<file path="config.mk">
export PLATFORM = sky130hd
export DESIGN_NAME = vic_sound_flat
export DESIGN_NICKNAME = d
export VERILOG_FILES = /design/src/rtl/vic_sound_pkg.sv /design/src/rtl/vic_sound_if.sv /design/src/rtl/vic_sound_voice.sv /design/src/rtl/vic_sound.sv /design/src/flat_wrapper.sv
export SDC_FILE = /design/constraint.sdc
export NUM_CORES = 1
export LEC_CHECK = 0
export ABC_AREA = 0
export CORE_UTILIZATION = 52
export DETAILED_ROUTE_END_ITERATION = 6
export PLACE_DENSITY = 0.71
export SYNTH_ARGS = -nofsm -noshare
export SYNTH_HDL_FRONTEND = slang
export SYNTH_SLANG_ARGS = --single-unit
</file>
<file path="constraint.sdc">
create_clock -name clk -period 4.55 [get_ports clk]
set_input_delay 0.6825 -clock clk [delete_from_list [all_inputs] [get_ports clk]]
set_output_delay 0.6825 -clock clk [all_outputs]
set_load 0.1 [all_outputs]
</file>
<file path="src/rtl/vic_sound_pkg.sv">
// Shared constants and types for the VIC-20 6560-style sound stage:
// register offsets, prescaler strobe masks, voice register layout and the noise LFSR step.
package vic_sound_pkg;

  localparam logic [3:0] REG_BASS  = 4'hA;
  localparam logic [3:0] REG_ALTO  = 4'hB;
  localparam logic [3:0] REG_SOP   = 4'hC;
  localparam logic [3:0] REG_NOISE = 4'hD;
  localparam logic [3:0] REG_VOL   = 4'hE;

  // A voice strobes on the clken where all masked prescaler bits are zero.
  localparam logic [7:0] STROBE_BASS  = 8'hFF;
  localparam logic [7:0] STROBE_ALTO  = 8'h7F;
  localparam logic [7:0] STROBE_SOP   = 8'h3F;
  localparam logic [7:0] STROBE_NOISE = 8'h1F;
  localparam logic [3:0][7:0] STROBE_MASK = {STROBE_NOISE, STROBE_SOP, STROBE_ALTO, STROBE_BASS};

  // Feedback taps l[15], l[13], l[12], l[10].
  localparam logic [15:0] LFSR_TAPS = 16'hB400;

  typedef struct packed {
    logic       en;
    logic [6:0] freq;
  } voice_reg_t;

  function automatic logic [15:0] lfsr_next(input logic [15:0] l);
    return {l[14:0], ^(l & LFSR_TAPS)};
  endfunction

endpackage

</file>
<file path="src/rtl/vic_sound_if.sv">
// CPU-side register port of the sound stage: select, write strobe, offset, data in/out.
interface vic_sound_if;
  logic       cs;
  logic       we;
  logic [3:0] addr;
  logic [7:0] din;
  logic [7:0] dout;

  modport master (output cs, we, addr, din, input dout);
  modport slave  (input cs, we, addr, din, output dout);
endinterface

</file>
<file path="src/rtl/vic_sound_voice.sv">
// One tone generator: 7-bit up-counter reloaded from freq, toggling a square bit at each reload.
module vic_sound_voice
  import vic_sound_pkg::*;
(
  input  logic       clk,
  input  logic       reset_n,
  input  logic       clken_i,
  input  logic       strobe_i,
  input  voice_reg_t cfg_i,
  output logic       sq_o,
  output logic       reload_o
);

  logic [6:0] cnt_q, cnt_d;
  logic       sq_q, sq_d;

  assign reload_o = clken_i & strobe_i & cfg_i.en & (cnt_q == 7'h7F);
  assign sq_o     = sq_q;

  always_comb begin
    cnt_d = cnt_q;
    sq_d  = sq_q;
    if (clken_i) begin
      if (!cfg_i.en) begin
        cnt_d = cfg_i.freq;
        sq_d  = 1'b0;
      end else if (strobe_i) begin
        if (cnt_q == 7'h7F) begin
          cnt_d = cfg_i.freq;
          sq_d  = ~sq_q;
        end else begin
          cnt_d = cnt_q + 7'd1;
        end
      end
    end
  end

  always_ff @(posedge clk or negedge reset_n) begin
    if (!reset_n) begin
      cnt_q <= '0;
      sq_q  <= 1'b0;
    end else begin
      cnt_q <= cnt_d;
      sq_q  <= sq_d;
    end
  end

endmodule

</file>
<file path="src/rtl/vic_sound.sv">
// VIC-20 6560-style audio: register file $900A-$900E, shared prescaler, three square voices,
// one LFSR noise voice and a registered 4-bit volume mix.
module vic_sound
  import vic_sound_pkg::*;
#(
  parameter logic [15:0] LFSR_SEED = 16'h0001,
  parameter bit          SAT_MIX   = 1'b1
) (
  input  logic       clk,
  input  logic       reset_n,
  input  logic       clken,
  vic_sound_if.slave bus,
  output logic [3:0] audio,
  output logic [3:0] voice_on
);

  voice_reg_t [3:0] vreg_q, vreg_d;
  logic [7:0]       vol_q, vol_d;
  logic [7:0]       pre_q, pre_d;
  logic [15:0]      lfsr_q, lfsr_d;
  logic [3:0]       audio_q, audio_d;
  logic [3:0]       sq, reload;
  logic             wr_en;
  logic             unused_voice;

  // Voice count times volume, quartered; the saturation path leaves headroom for future weighting.
  function automatic logic [3:0] mix(input logic [3:0] von, input logic [3:0] vol);
    logic [2:0] n;
    logic [5:0] prod;
    n    = 3'($countones(von));
    prod = {3'b000, n} * {2'b00, vol};
    if (SAT_MIX && (prod > 6'd60)) return 4'hF;
    return prod[5:2];
  endfunction

  assign wr_en = bus.cs & bus.we & clken;

  always_comb begin
    vreg_d = vreg_q;
    vol_d  = vol_q;
    if (wr_en) begin
      case (bus.addr)
        REG_BASS:  vreg_d[0] = voice_reg_t'(bus.din);
        REG_ALTO:  vreg_d[1] = voice_reg_t'(bus.din);
        REG_SOP:   vreg_d[2] = voice_reg_t'(bus.din);
        REG_NOISE: vreg_d[3] = voice_reg_t'(bus.din);
        REG_VOL:   vol_d     = bus.din;
        default:   ;
      endcase
    end
  end

  always_comb begin
    bus.dout = 8'h00;
    case (bus.addr)
      REG_BASS:  bus.dout = vreg_q[0];
      REG_ALTO:  bus.dout = vreg_q[1];
      REG_SOP:   bus.dout = vreg_q[2];
      REG_NOISE: bus.dout = vreg_q[3];
      REG_VOL:   bus.dout = vol_q;
      default:   ;
    endcase
  end

  // Voices see the pre-write register values, so a write on a strobe clken acts one clken later.
  for (genvar g = 0; g < 4; g++) begin : g_voice
    vic_sound_voice u_voice (
      .clk      (clk),
      .reset_n  (reset_n),
      .clken_i  (clken),
      .strobe_i ((pre_q & STROBE_MASK[g]) == 8'h00),
      .cfg_i    (vreg_q[g]),
      .sq_o     (sq[g]),
      .reload_o (reload[g])
    );
  end

  assign unused_voice = ^{sq[3], reload[2:0]};

  assign pre_d    = clken ? pre_q + 8'd1 : pre_q;
  assign lfsr_d   = reload[3] ? lfsr_next(lfsr_q) : lfsr_q;
  assign voice_on = {lfsr_q[0] & vreg_q[3].en, sq[2:0]};
  assign audio_d  = mix(voice_on, vol_q[3:0]);
  assign audio    = audio_q;

  always_ff @(posedge clk or negedge reset_n) begin
    if (!reset_n) begin
      vreg_q  <= '0;
      vol_q   <= '0;
      pre_q   <= '0;
      lfsr_q  <= LFSR_SEED;
      audio_q <= '0;
    end else begin
      vreg_q  <= vreg_d;
      vol_q   <= vol_d;
      pre_q   <= pre_d;
      lfsr_q  <= lfsr_d;
      audio_q <= audio_d;
    end
  end

endmodule

</file>
<file path="src/flat_wrapper.sv">
// flat-port wrapper written by rule: the top's interface ports become plain ports
module vic_sound_flat import vic_sound_pkg::*;
#(
  parameter logic [15:0] LFSR_SEED = 16'h0001,
  parameter bit          SAT_MIX   = 1'b1
)
  (clk, reset_n, clken, audio, voice_on, bus_cs, bus_we, bus_addr, bus_din, bus_dout);
  vic_sound_if bus_i ();
  input  logic clk;
  input  logic reset_n;
  input  logic clken;
  output logic [3:0] audio;
  output logic [3:0] voice_on;
  input wire logic [$bits(bus_i.cs)-1:0] bus_cs;
  input wire logic [$bits(bus_i.we)-1:0] bus_we;
  input wire logic [$bits(bus_i.addr)-1:0] bus_addr;
  input wire logic [$bits(bus_i.din)-1:0] bus_din;
  output wire logic [$bits(bus_i.dout)-1:0] bus_dout;
  assign bus_i.cs = bus_cs;
  assign bus_i.we = bus_we;
  assign bus_i.addr = bus_addr;
  assign bus_i.din = bus_din;
  assign bus_dout = bus_i.dout;
  vic_sound #(.LFSR_SEED(LFSR_SEED), .SAT_MIX(SAT_MIX)) u_core (.clk(clk), .reset_n(reset_n), .clken(clken), .bus(bus_i), .audio(audio), .voice_on(voice_on));
endmodule
</file>
==> results of run 1 <==
## flip-flops by register name, summed over array words and instances (netlist names)
name and count:
u_core.audio 4, u_core.g_voice.u_voice.cnt_q 28, u_core.g_voice.u_voice.sq_o 3, u_core.lfsr_q 16, u_core.pre_q 8, u_core.vol_q 8
u_core.vreg_q 32
## Yosys cell counts, drive strengths merged, types with 3 or more instances
cell	n
a211oi	3
a21o	4
a21oi	22
a221o	4
a222oi	8
a22oi	10
a31oi	4
and2	8
and3	3
and4	3
buf	7
clkbuf	16
dfrtp	98
fa	4
ha	14
inv	23
mux2	51
mux2i	10
nand2	43
nand3	19
nand4	11
nor2	16
nor3	4
nor3b	3
nor4	5
o211ai	3
o21ai	28
o2bb2ai	3
o31ai	5
o41ai	3
or3	6
xnor2	10
xor2	3
## logic make-up after synthesis
logic type	Yosys count
adders and majority gates	18
and+or+nand+nor	132
muxes	61
DFF	99
xor gates and xnor gates	13
buffers and inverters	46
AOI/OAI and AO/OA	114
## area by class of cell
type / count / area, um^2 / share of cell area, %
clock buffers: 9 / 124 / 2.12
clock inverters: 7 / 61.3 / 1.05
inverters: 23 / 86.3 / 1.48
multi-input cells: 338 / 2550 / 43.6
flip-flops and latches: 99 / 2480 / 42.4
well taps: 133 / 166 / 2.84
repair buffers: 43 / 380 / 6.50
## where the power goes
group	leakage (uW)	total (uW)	switching (uW)	internal (uW)
combinational	0.00128	746	447	299
clock	0.0000850	537	331	206
sequential	0.00126	1300	241	1060
total	0.00262	2590	1020	1570
## metal layers
metal,global-route usage (%),vias to the layer above
li1,-,1861
met1,33.0,1954
met2,39.5,113
met3,5.27,17
met4,10.9,0
met5,0,-
## stage by stage
stage	util (%)	instance area (um^2)	setup slack [ps]	total power (uW)	hold slack, ps
2_1_floorplan	-	5220	653	1830	387
3_3_place_gp	58.2	5670	1110	2020	475
3_5_place_dp	58.2	5670	1060	2050	486
4_1_cts	60.1	5850	1060	2600	412
5_1_grt	60.1	5850	885	2760	450
6_report	60.1	5850	1070	2590	383
## worst max path at each step
stage | start | endpoint | slack (ps) | depth (start not counted)
2_1_floorplan | u_core.vreg_q[31] | u_core.audio[2] | 650 | 11
3_3_place_gp | bus_addr[2] | bus_dout[4] | 1110 | 6
3_5_place_dp | bus_addr[2] | bus_dout[4] | 1060 | 6
4_1_cts | bus_addr[2] | bus_dout[4] | 1060 | 6
5_1_grt | bus_addr[2] | bus_dout[7] | 880 | 6
6_report | bus_addr[2] | bus_dout[4] | 1070 | 6
==> impl_results.md, run 1 <==
* Clock transition at path regs at 110 ps
* Req. time, crit path at between 3000 and 4000 ps
* R2R cell count at 10
* FF-to-FF Start: u_core.vreg_q[31]
* Ys async rst share at 100%
* Main flop type after synthesis: dfrtp_1
* DR vias/cell at 6.05
* HP Class: primary input to async pin
* H-tree depth at 3
* Synthesized net count at slightly above 500
* Number of CTS-inserted buffers at 9
* Setup Skew at between 10 and 15 ps
* Post-synthesis mux area share at roughly an eighth
* Fill count at between 800 and 900
* Buf+Inv Stages, Crit Path at 2
* Vias in the first global route at just under 4000
* #FFs+latches synth at 99
* RSZ-0062 raised after global routing: false
* Worst path max stage delay at 720 ps
* Final net count at around 550
* Power per standard cell area at between 400 and 500 nW/um^2
* Worst path cell trace: clkdlybuf4s50_1 > nand2_1 > nor3_1 > a22oi_1 > nand2_1 > buf_4
* Maxcap violations at 0
* Initial drt markers at ~290
* Setup crit end kind: output pin
* Worst VDD drop at about 0.24 mV
* Horiz. Die Dim at 102 um
* # IOs at 33
* Most frequent cells in the layout: dfrtp_1, mux2_2, nand2_1
* Most common cell after layout, fill and taps aside: dfrtp_1
* Drt wl/cell at around 18 um
* Synthesized area at around 5200 um^2
* Pin count of the biggest net entering global routing at between 60 and 70
* Post-Synthesis Cells at 483
* Post-Synth XOR/XNOR Area at under 10%
* Crit-path max FO at 8
* Final wirelength at 11800 um
* Post-DRT Antenna Nets at 0
* Syn avg cell area at around 11 um^2
* CTS tree: done
* Starting Density at between 50% and 60%
* Clock buffer depth at 2
* All-Layer GR Usage at 24.9%
* Largest cells by area after synthesis: dfrtp_1, mux2_2, ha_1
* Crit path arrival time at around 2800 ps
* Share of layout cells above drive strength 1 at between 10% and 20%
* Worst slew pin tran at approximately 1000 ps
* Met3 routed WL at 591 um
* R2R Path End: u_core.audio[2]
* Largest family of logic cells by synthesized area: compound AO/OA/AOI/OAI gates
* Final cell count without fillers at about 650
* Ant. Diodes at 0
* Post_cts resized at 0
* Max Fclk at between 200 and 300 MHz
* DRC Markers at 0
* DRT Pass-1 Iters at 5
* Worst Setup Start Kind: primary input
* Top cell type's share of synthesized area at approximately 47%
* Die Footprint at 10400 um^2
* Final setup vio count at 0
* WL met2 at roughly 5700 um
* Setup Crit Path Kind: primary input to output pin
* Slew Limit Fails at 0
* Core ar. at between 9000 and 10000 um^2
* Chip height at between 100 and 150 um
* Post-synthesis sequential area ratio at 47.5%
* Cts hold-fix bufs at 0
* Status: finished clean
* Post-synthesis simple-gate area fraction at a little over an eighth
* Compound-Gate Fraction of Synth Area at roughly 15%
* Number of synthesized flops with an enable pin at 0
* Via count at about 3900
* R2R Setup Slk at about 1200 ps
* Port Buffers at 32
* Synth warn at 0
* First-pass GRT wire length at a little under 20000 um
* Slowest cell on crit path: nor3_1
* Final Hold Vio Count at 0
* Synth area leader: dfrtp_1
* Tmin final at 3480 ps
* Initial antenna violation count at 0
* Total gr overflow at 0
* Row count at 36
* Post-route setup TNS at 0 ps
* Metal-1 WL at roughly 5200 um
* Post-CTS Setup Inserts at 0
* Tcrit/Tclk final at approximately three quarters
* DP HPWL at about 8500 um
* Layout area overhead at 12.1%
* CTS root buf: clkbuf_8
* Placed cells at about 640
* Clock Sinks at 99
* CP top delay family: simple AND/OR/NAND/NOR gates
* Post-synth cell types at between 60 and 70
* Uppermost layer routed: met4
* Placer Congestion at between 0.8 and 0.9
* Cell mode on critical path: nand2_1
* Adder-cell area share of the yosys netlist at under 10%
* Static Leak at 0.00262 uW
* Worst skew pair latency at ~380 ps
* Rel. slew slack at between 30% and 40%
Power figures use the tool's default switching activity.
==> run 2: changes to the inputs <==
--- a/config.mk
+++ b/config.mk
@@ -8,7 +8,7 @@
 export ABC_AREA = 0
 export CORE_UTILIZATION = 52
 export DETAILED_ROUTE_END_ITERATION = 6
-export PLACE_DENSITY = 0.71
+export PLACE_DENSITY = 0.74
 export SYNTH_ARGS = -nofsm -noshare
 export SYNTH_HDL_FRONTEND = slang
 export SYNTH_SLANG_ARGS = --single-unit
==> constraint.sdc (replaced) <==
create_clock -name clk -period 3.2 [get_ports clk]
set_input_delay 0.48 -clock clk [delete_from_list [all_inputs] [get_ports clk]]
set_output_delay 0.48 -clock clk [all_outputs]
set_load 0.1 [all_outputs]
==> impl_results.md, run 2 (synthesis results as in run 1) <==
* Horiz. Die Dim at just over 100 um
* HP Class: primary input to async pin
* Req. time, crit path at 3500 ps
* Starting Density at between 50% and 60%
* Final Hold Vio Count at 0
* CTS root buf: clkbuf_8
* Vias in the first global route at between 4000 and 5000
* Final wirelength at between 10000 and 15000 um
* Chip height at 102 um
* Switching Share at a little under two fifths
* Worst path max stage delay at around 560 ps
* First-pass GRT wire length at ~21000 um
* Final net count at roughly 560
* Worst VDD drop at just over 0.3 mV
* Worst skew pair latency at 370 ps
* Total gr overflow at 0
* Fill count at roughly 800
* DRC Markers at 0
* CTS tree: done
* Max Fclk at roughly 330 MHz
* Crit-path max FO at 4
* Power per standard cell area at 624 nW/um^2
* Slowest cell on crit path: fa_2
* Drt wl/cell at between 15 and 20 um
* All-Layer GR Usage at a little over a quarter
* Pin count of the biggest net entering global routing at 46
* Int Pwr at approximately 2300 uW
* Switching Power at ~1400 uW
* Crit path arrival time at around 3300 ps
* Post-DRT Antenna Nets at 0
* Tmin final at about 3000 ps
* FF-to-FF Start: u_core.lfsr_q[0]
* Setup Crit Path Kind: flip-flop to flip-flop
* Worst slew pin tran at ~1000 ps
* Slew Limit Fails at 0
* Most common cell after layout, fill and taps aside: dfrtp_1
* # IOs at 33
* Static Leak at around 0.0027 uW
* Max reg flops at 32
* Comb pwr share at between 20% and 30%
* Share of layout cells above drive strength 1 at between 20% and 30%
* Flop pwr share at 49.2%
* Cell mode on critical path: ha_4
* Largest regs: u_core.vreg_q: 32 flops, u_core.g_voice.u_voice.cnt_q: 28 flops, u_core.lfsr_q: 16 flops
* Placer Congestion at 0.866
* Core ar. at 9730 um^2
* Clock Sinks at a little under 100
* Post-route setup TNS at 0 ps
* Die Footprint at between 10000 and 15000 um^2
* Rel. slew slack at 34.9%
* Setup crit end kind: flip-flop
* Clock transition at path regs at approximately 90 ps
* Worst path cell trace: and2_4 > ha_4 > ha_4 > fa_2 > nand2_1 > fa_1 > inv_2 > ha_4 > a21o_1 > a21oi_2 > xnor2_1
* Row count at 36
* Critical Path Start: u_core.lfsr_q[0]
* Worst Setup Start Kind: flip-flop
* Clock network fraction of design power at around a fifth
* DR vias/cell at between 6 and 7
* H-tree depth at 3
* Status: finished clean
* RSZ-0062 raised after global routing: false
* Maxcap violations at 0
* DP HPWL at 9060 um
* Final cell count without fillers at around 660
* Tcrit/Tclk final at between 90% and 100%
* Clock buffer depth at 2
* Layout area overhead at 15.9%
* Placed cells at 642
* Most frequent cells in the layout: dfrtp_1, mux2_2, nand2_1
* Setup Skew at between 4 and 5 ps
* Number of CTS-inserted buffers at 9
* Port Buffers at 32
* Via count at just over 4000
* Ant. Diodes at 0
* Initial antenna violation count at 0
* Largest register by flop count: u_core.vreg_q
* Cts hold-fix bufs at 0
* Initial drt markers at 348
* Final setup vio count at 0
* DRT Pass-1 Iters at 6
run 2: cell types whose count changed in the layout (fill, tap and decap cells not counted), sizes merged, moves of 2 or more:
cell           previous run  this run
buf                      20        31
clkdlybuf4s50            23        19
clkinv                    2         4
clkinvlp                  3         1
inv                      25        23
run 2: metal layers:
layer / share of wire, % / wire [um] / vias up / GRT usage (%)
li1: - / - / 1878 / -
met1: 45 / 5640 / 2062 / 37.0
met2: 48 / 5990 / 136 / 41.9
met3: 5.1 / 647 / 21 / 3.69
met4: 2.3 / 294 / 0 / 11.3
met5: 0 / 0 / - / 0
run 2: repair_timing:
item | in CTS | in global routing
setup endpoints to repair | 0 | 9
setup buffers | 0 | 1
resized for setup | 0 | 3
run 2: final timing paths:
| kind | endpoint | slack [ps] | cells past startpoint |
|---|---|---|---|
| min reg2reg | u_core.pre_q[7] | 500 | 1 |
| max | u_core.audio[3] | 180 | 11 |
| min | u_core.pre_q[2] | 110 | 1 |
| max in group asynchronous | u_core.lfsr_q[0] | 2260 | 2 |
| max reg2reg | u_core.audio[3] | 180 | 11 |
| min in group clk | u_core.pre_q[7] | 500 | 1 |
run 2: per-stage QoR:
stage / cell area, um^2 / setup slack, ps / utilization (%) / power [uW] / hold slack, ps
floorplan: 5260 / 10.5 / - / 2620 / 184
global placement: 5840 / 179 / 60.0 / 2940 / 481
detailed placement: 5840 / 84.2 / 60.0 / 2990 / 487
CTS: 6020 / 84.5 / 61.9 / 3780 / 124
global route: 6050 / 65.5 / 62.2 / 3990 / 152
finish: 6050 / 176 / 62.2 / 3780 / 106
run 2: cell type report:
class | count | area (um^2) | share of cell area, %
multi-input cells | 338 | 2610 | 43.1
clock buffers | 10 | 128 | 2.11
inverters | 23 | 86.3 | 1.43
well taps | 133 | 166 | 2.75
flip-flops and latches | 99 | 2480 | 41.0
clock inverters | 6 | 57.6 | 0.951
repair buffers | 50 | 523 | 8.65
run 2: worst max-delay path: cells and delay by family (launching register included):
family	cells	cell delay, ps
flops	1	540
xor+xnor	1	120
compound gates	2	300
fa+ha+maj	5	1670
buf+inv	1	70
simple gates	2	240
run 2: power groups by stage:
stage               combinational [uW]  clock [uW]  sequential, uW
floorplan                          810           0            1810
global placement                  1080           0            1860
detailed placement                1120           0            1870
CTS                               1130         805            1850
global route                      1240         846            1900
finish                            1130         789            1860
